==> config.mk <==
export PLATFORM = sky130hd
export DESIGN_NAME = seq_divider_8_flat
export DESIGN_NICKNAME = d
export VERILOG_FILES = /design/src/rtl/seq_divider_8_if.sv /design/src/rtl/seq_divider_8.sv /design/src/flat_wrapper.sv
export SDC_FILE = /design/constraint.sdc
export NUM_CORES = 1
export LEC_CHECK = 0
export ABC_AREA = 1
export CAP_MARGIN = 25
export CORE_AREA = 2 2 72 57
export CTS_CLUSTER_DIAMETER = 60
export CTS_CLUSTER_SIZE = 8
export DETAILED_ROUTE_END_ITERATION = 12
export DIE_AREA = 0 0 74 59
export DONT_BUFFER_PORTS = 1
export PLACE_DENSITY_LB_ADDON = 0.05
export SLEW_MARGIN = 20
export SYNTH_ARGS = -nofsm -noshare
export SYNTH_HDL_FRONTEND = slang
export SYNTH_SLANG_ARGS = --single-unit
==> constraint.sdc <==
create_clock -name clk -period 1.7 [get_ports clk]
set_input_delay 0.425 -clock clk [delete_from_list [all_inputs] [get_ports clk]]
set_output_delay 0.425 -clock clk [all_outputs]
set_load 0.005 [all_outputs]
==> src/rtl/seq_divider_8_if.sv <==
// rtl/seq_divider_8_if.sv - operand/result handshake bundle for seq_divider_8
interface seq_divider_8_if #(
  parameter int WIDTH = 8
);
  logic             in_valid;
  logic             in_ready;
  logic [WIDTH-1:0] dividend;
  logic [WIDTH-1:0] divisor;
  logic             out_valid;
  logic             out_ready;
  logic [WIDTH-1:0] quotient;
  logic [WIDTH-1:0] remainder;
  logic             div_by_zero;

  modport master (
    output in_valid, dividend, divisor, out_ready,
    input  in_ready, out_valid, quotient, remainder, div_by_zero
  );

  modport slave (
    input  in_valid, dividend, divisor, out_ready,
    output in_ready, out_valid, quotient, remainder, div_by_zero
  );
endinterface

==> src/rtl/seq_divider_8.sv <==
// rtl/seq_divider_8.sv - unsigned restoring divider, one quotient bit per cycle
module seq_divider_8 #(
  parameter int WIDTH = 8
) (
  input  logic          clk,
  input  logic          rst_n,
  seq_divider_8_if.slave bus
);
  localparam int CW = (WIDTH > 1) ? $clog2(WIDTH) : 1;

  typedef enum logic [1:0] {IDLE, CALC, DONE} state_t;

  state_t           state;
  state_t           state_next;
  logic [CW-1:0]    cnt;
  logic [WIDTH-1:0] q_reg;
  logic [WIDTH-1:0] r_reg;
  logic [WIDTH-1:0] d_reg;
  logic             dbz_reg;
  logic             accept;
  logic             last_step;
  logic [WIDTH:0]   trial_a;
  logic [WIDTH+1:0] trial_sum;
  logic             borrow;
  logic             unused_trial_msb;

  assign accept    = bus.in_valid && (state == IDLE);
  assign last_step = (cnt == CW'(WIDTH - 1));

  // Full WIDTH+1 bit shifted remainder: r can exceed half the divisor range.
  assign trial_a          = {r_reg, q_reg[WIDTH-1]};
  assign trial_sum        = {1'b0, trial_a} + {1'b0, ~{1'b0, d_reg}} + (WIDTH+2)'(1);
  assign borrow           = ~trial_sum[WIDTH+1];
  assign unused_trial_msb = trial_sum[WIDTH];

  always_ff @(posedge clk) begin
    if (!rst_n) begin
      state <= IDLE;
    end else begin
      state <= state_next;
    end
  end

  always_comb begin
    state_next = state;
    case (state)
      IDLE: begin
        if (accept) begin
          state_next = (bus.divisor == '0) ? DONE : CALC;
        end
      end
      CALC: begin
        if (last_step) begin
          state_next = DONE;
        end
      end
      DONE: begin
        if (bus.out_ready) begin
          state_next = IDLE;
        end
      end
      default: state_next = IDLE;
    endcase
  end

  always_comb begin
    bus.in_ready  = 1'b0;
    bus.out_valid = 1'b0;
    case (state)
      IDLE:    bus.in_ready  = 1'b1;
      DONE:    bus.out_valid = 1'b1;
      default: ;
    endcase
  end

  always_ff @(posedge clk) begin
    if (!rst_n) begin
      cnt     <= '0;
      q_reg   <= '0;
      r_reg   <= '0;
      d_reg   <= '0;
      dbz_reg <= 1'b0;
    end else begin
      case (state)
        IDLE: begin
          if (accept) begin
            d_reg <= bus.divisor;
            cnt   <= '0;
            if (bus.divisor == '0) begin
              q_reg   <= '1;
              r_reg   <= bus.dividend;
              dbz_reg <= 1'b1;
            end else begin
              q_reg   <= bus.dividend;
              r_reg   <= '0;
              dbz_reg <= 1'b0;
            end
          end
        end
        CALC: begin
          q_reg <= {q_reg[WIDTH-2:0], ~borrow};
          r_reg <= borrow ? trial_a[WIDTH-1:0] : trial_sum[WIDTH-1:0];
          cnt   <= cnt + CW'(1);
        end
        default: ;
      endcase
    end
  end

  assign bus.quotient    = q_reg;
  assign bus.remainder   = r_reg;
  assign bus.div_by_zero = dbz_reg;
endmodule

==> src/flat_wrapper.sv <==
// flat-port wrapper written by rule: the top's interface ports become plain ports
module seq_divider_8_flat 
#(
  parameter int WIDTH = 8
)
  (clk, rst_n, bus_in_valid, bus_dividend, bus_divisor, bus_out_ready, bus_in_ready, bus_out_valid, bus_quotient, bus_remainder, bus_div_by_zero);
  seq_divider_8_if #(.WIDTH(WIDTH)) bus_i ();
  input  logic clk;
  input  logic rst_n;
  input wire logic [$bits(bus_i.in_valid)-1:0] bus_in_valid;
  input wire logic [$bits(bus_i.dividend)-1:0] bus_dividend;
  input wire logic [$bits(bus_i.divisor)-1:0] bus_divisor;
  input wire logic [$bits(bus_i.out_ready)-1:0] bus_out_ready;
  output wire logic [$bits(bus_i.in_ready)-1:0] bus_in_ready;
  output wire logic [$bits(bus_i.out_valid)-1:0] bus_out_valid;
  output wire logic [$bits(bus_i.quotient)-1:0] bus_quotient;
  output wire logic [$bits(bus_i.remainder)-1:0] bus_remainder;
  output wire logic [$bits(bus_i.div_by_zero)-1:0] bus_div_by_zero;
  assign bus_i.in_valid = bus_in_valid;
  assign bus_i.dividend = bus_dividend;
  assign bus_i.divisor = bus_divisor;
  assign bus_i.out_ready = bus_out_ready;
  assign bus_in_ready = bus_i.in_ready;
  assign bus_out_valid = bus_i.out_valid;
  assign bus_quotient = bus_i.quotient;
  assign bus_remainder = bus_i.remainder;
  assign bus_div_by_zero = bus_i.div_by_zero;
  seq_divider_8 #(.WIDTH(WIDTH)) u_core (.clk(clk), .rst_n(rst_n), .bus(bus_i));
endmodule
# Word-level counts from Yosys, hierarchy flattened
# Index checks and enable logic that the tools add are counted.
dict set report classes {
  add_sub_neg 3
  n_eq_ne 6
  mux 17
  bitwise_logic 1
  reduce_logical 7
}
# operator count
set ops {}
lappend ops {{$mux 8} 5}
lappend ops {{$pmux 8 s2} 2}
lappend ops {{$add 10x1->10 const B} 1}
lappend ops {{$add 9x9->10} 1}
lappend ops {{$not 8->9} 1}
lappend ops {{$logic_not 8->1} 1}
lappend ops {{$mux 2} 4}
lappend ops {{$pmux 2 s3} 1}
lappend ops {{$pmux 3 s2} 1}
lappend ops {{$ne 2x1->1 const B} 2}
lappend ops {{$reduce_and 2->1} 2}
lappend ops {{$add 3x1->3 const B} 1}
lappend ops {{$eq 3x3->1 const B} 1}
lappend ops {{$mux 1} 3}
lappend ops {{$mux 3} 1}
lappend ops {{$reduce_and 3->1} 1}
lappend ops {{$eq 2x1->1 const B} 1}
lappend ops {{$eq 2x2->1 const B} 1}
lappend ops {{$logic_not 2->1} 1}
lappend ops {{$ne 2x2->1 const B} 1}
lappend ops {{$reduce_bool 2->1} 1}
lappend ops {{$logic_and 1x1->1} 1}
dict set report word_totals {
  reg_bits 30
  in_bits 20
  out_inout_bits 19
  wordCells 40
}

# Longest topological paths before layout
dict set report logic_depth {
  ltp_word 5
  depth_mapped 12
  mapped_depth_nobuf 12
}

# Worst setup path before layout
# OpenSTA, ideal clock, no wires.
dict set report synth_path {
  kind {register to register}
  from {reg u_core.q_reg[7], in the netlist u_core.bus.quotient[7]}
  to {reg u_core.r_reg[6], in the netlist u_core.bus.remainder[6]}
  setup_time_ns 0.118
  t_arrival_ns 1.465
  required_ns 1.582
  setup_slack_ns 0.118
  path_stages_with_launch 13
  path_buffers 0
  period_less_slack_ns 1.582
  path_cell_list {dfxtp_1 inv_1 ha_1 inv_1 fa_1 nand2_1 nand2_1 nand3b_1 nand2_1 nand2_1 nand3_1 nand3_1 a21oi_2}
}
dict set report synth_between {
  elab_chain_cells 4
}
# item line
set synth_lines {}
lappend synth_lines {{start, declared} seq_divider_8.sv:16} ;# logic [WIDTH-1:0] q_reg;
lappend synth_lines {{start signal, assigned} seq_divider_8.sv:94} ;# q_reg <= bus.dividend;
lappend synth_lines {{start signal, assigned} seq_divider_8.sv:101} ;# q_reg <= {q_reg[WIDTH-2:0], ~borrow};
lappend synth_lines {{$add 9x9->10} seq_divider_8.sv:32} ;# assign trial_sum = {1'b0, trial_a} + {1'b0, ~{1'b0, d_reg}} + (WIDTH+2)'(1);
lappend synth_lines {{$add 10x1->10} seq_divider_8.sv:32}
lappend synth_lines {{$mux 8} seq_divider_8.sv:102} ;# r_reg <= borrow ? trial_a[WIDTH-1:0] : trial_sum[WIDTH-1:0];
lappend synth_lines {{$pmux 8 s2} seq_divider_8.sv:84} ;# case (state)
lappend synth_lines {{end signal, assigned} seq_divider_8.sv:91} ;# r_reg <= bus.dividend;
lappend synth_lines {{end signal, assigned} seq_divider_8.sv:102}
lappend synth_lines {{end, declared} seq_divider_8.sv:17} ;# logic [WIDTH-1:0] r_reg;
# Every way passes these cells.
# A chain may end at the register's enable or synchronous reset.

# Worst setup path in the final report
# Ends and elaborated chain as after synthesis.

==> results.json <==
{
  "ant_nets": 0,
  "core_area_mm2": 0.00359,
  "numCtsBuffers": 5,
  "netlist_instances": 285,
  "diodes": 0,
  "dr.pass1.iters": 6,
  "seq_area_frac_synth_pct": 31.1,
  "cts_root_buf": "clkbuf_8",
  "worst_pin_slew_ns": 0.406,
  "crit_path_end_kind": "register",
  "layout_min_cycle_time_ns": 1.67,
  "numPlacedInstances": 351,
  "rsz0062_at_grt": "true",
  "drt-wirelength-per-cell_um": 14.2,
  "fmax_mhz": 599,
  "hold_class": "input port to register",
  "synth_nets": 316,
  "final_cells": 364,
  "first_global_vias": 1746,
  "synth_top_area_share_pct": 31.1,
  "viasPerCell": 5.25,
  "clkTransAtPathRegs_ns": 0.07,
  "path_class": "register to register",
  "arrival_ns": 1.85,
  "grt_max_degree": 20,
  "cts_buffer_depth": 2,
  "netlist_top_cells_area": "dfxtp_1 31%, nand2_1 10%, a21oi_1 8.8%",
  "most-common-layout-cells": "48 x nand2_1, 36 x inv_1, 33 x a21oi_1",
  "cap_violations": 0,
  "die_y_um": 59,
  "ys_types": 33,
  "fin_crit_sh_pct": 98.2,
  "grt-ovfl-total": 0,
  "wl_mm": 5.18,
  "status": "complete, no violations",
  "synth.avg_cell_area_um2": 6.78,
  "ir_worst_vdd_uv": 670,
  "critPathLaunchType": "register",
  "finalHoldViolations": 0,
  "synth_area_leader_cell": "dfxtp_1",
  "io_pins": 39,
  "routabilityCongestion": 0.907,
  "antenna_found_initial": 0,
  "htree_levels": 2,
  "slowest_stage": "fa_2",
  "critPathMaxFanout": 3,
  "cts_sinks": 30,
  "maxSlewHeadroom_pct": 72.9,
  "required_ns": 1.88,
  "track_usage_pct": 25.0,
  "port_buffers": 0,
  "p_leak_uw": 0.00107,
  "core.rowCount": 19,
  "crit_chain": "inv_2, ha_4, inv_4, fa_2, nand2_2, nand2_2, nand3b_1, nand2_1, nand2_1, nand3_1, nand3_2, a21oi_2",
  "dieArea_mm2": 0.00437,
  "path_delay_family": "simple AND/OR/NAND/NOR gates",
  "via_count": 1910,
  "start_util_pct": 53.9,
  "syn_to_final_growth_pct": 21.9,
  "skew_ns": 0.00951,
  "fp.dieW_um": 74,
  "mappedNetlistArea_mm2": 0.00193,
  "tritoncts": "done",
  "synth_seq_cells": 30,
  "grt_pass1_wl_mm": 8.17,
  "report.final.slew_viol_count": 0,
  "powerDensity_mw_per_mm2": 1170,
  "worstSkewPairLatency_ns": 0.29,
  "final_common_cell": "nand2_1",
  "setup_viol": 0,
  "critPathBufInv": 2,
  "nets": 342,
  "hpwl_mm": 3.75,
  "drt_iter0_markers": 111,
  "ctsHoldBuffers": 0,
  "layout-drive-gt1-share_pct": 23.7,
  "post-route-drc-count": 0,
  "setup_tns_ns": 0,
  "max_stage_delay_ns": 0.39,
  "yosysWarnings": 0,
  "nFillCells": 342
}
## cell usage after synthesis
library cell and number:
or2_2 2, inv_4 2, buf_4 3, o21ai_2 1
nand2_2 2, nand3_4 1, nand3_1 24, nand3b_1 1
clkbuf_1 3, a31oi_1 2, nand4_1 8, nand2_4 1
o21ai_1 8, nor2_2 3, buf_6 1, nand3_2 1
ha_1 10, or2_1 2, a21oi_1 34, inv_2 3
xor2_1 2, nand2_1 52, a21oi_2 1, a21oi_4 1
nor2_1 21, inv_1 39, fa_1 1, nor2_8 1
nor3_1 3, dfxtp_1 30, o21ai_0 18, nor2_4 1
buf_2 3
## metrics by stage
step / area, um^2 / hold slack [ns] / util, % / total power (uW) / setup WS, ns
6_report: 2360 / 0.260 / 65.7 / 2750 / 0.0314
5_1_grt: 2360 / 0.264 / 65.7 / 2960 / -0.0757
4_1_cts: 2220 / 0.264 / 61.9 / 2600 / 0.000402
3_5_place_dp: 2120 / 0.448 / 59.0 / 1980 / 0.00618
2_1_floorplan: 1930 / 0.433 / - / 1650 / 0.118
3_3_place_gp: 2120 / 0.447 / 59.0 / 1980 / 0.00348
## metal layers
metal	vias to the layer above	global-route usage [%]	wire length, um
met1	852	36.7	2500
li1	986	-	-
met4	0	7.79	78
met3	9	7.31	401
met5	-	0	0
met2	63	35.1	2200
## power breakdown
part	internal, uW	switching (uW)	total [uW]
clock	326	289	616
combinational	546	736	1280
sequential	786	67.9	854
## final timing paths
path | start | endpoint | slack (ns) | cells after the start
min | rst_n | u_core.bus.div_by_zero$_SDFFE_PN0P_ | 0.26 | 2
min reg2reg | u_core.d_reg[5]$_SDFFE_PN0P_ | u_core.d_reg[5]$_SDFFE_PN0P_ | 0.46 | 2
max | u_core.bus.quotient[7]$_SDFFE_PN0P_ | u_core.bus.remainder[6]$_SDFFE_PN0P_ | 0.03 | 12
max reg2reg | u_core.bus.quotient[7]$_SDFFE_PN0P_ | u_core.bus.remainder[6]$_SDFFE_PN0P_ | 0.03 | 12
## cell families (layout without fill, tap and decap cells)
family | Yosys count | in the layout | share of synthesized area, %
AND/OR/NAND/NOR | 123 | 124 | 30.7
AO/OA/AOI/OAI | 65 | 65 | 17.9
buffers and inverters | 54 | 80 | 11.9
flip-flops | 30 | 30 | 31.1
adder cells (fa/ha/maj) | 11 | 11 | 7.51
XOR/XNOR | 2 | 2 | 0.906
## final cells by class
| type | count | area, um^2 | share of cell area, % |
|---|---|---|---|
| well taps | 52 | 65.1 | 2.76 |
| flip-flops and latches | 30 | 603 | 25.6 |
| multi-input cells | 202 | 1210 | 51.4 |
| clock buffers | 7 | 86.3 | 3.66 |
| inverters | 44 | 173 | 7.32 |
| clock inverters | 1 | 5.00 | 0.212 |
| repair buffers | 28 | 214 | 9.08 |
## what timing repair did
action | 4_1_cts | 5_1_grt
gates cloned | 0 | 1
pin swaps | 1 | 10
setup endpoints to repair | 3 | 8
setup buffers | 0 | 4
gates resized for setup | 2 | 21
Note: power is estimated with default switching activity, not from simulation.
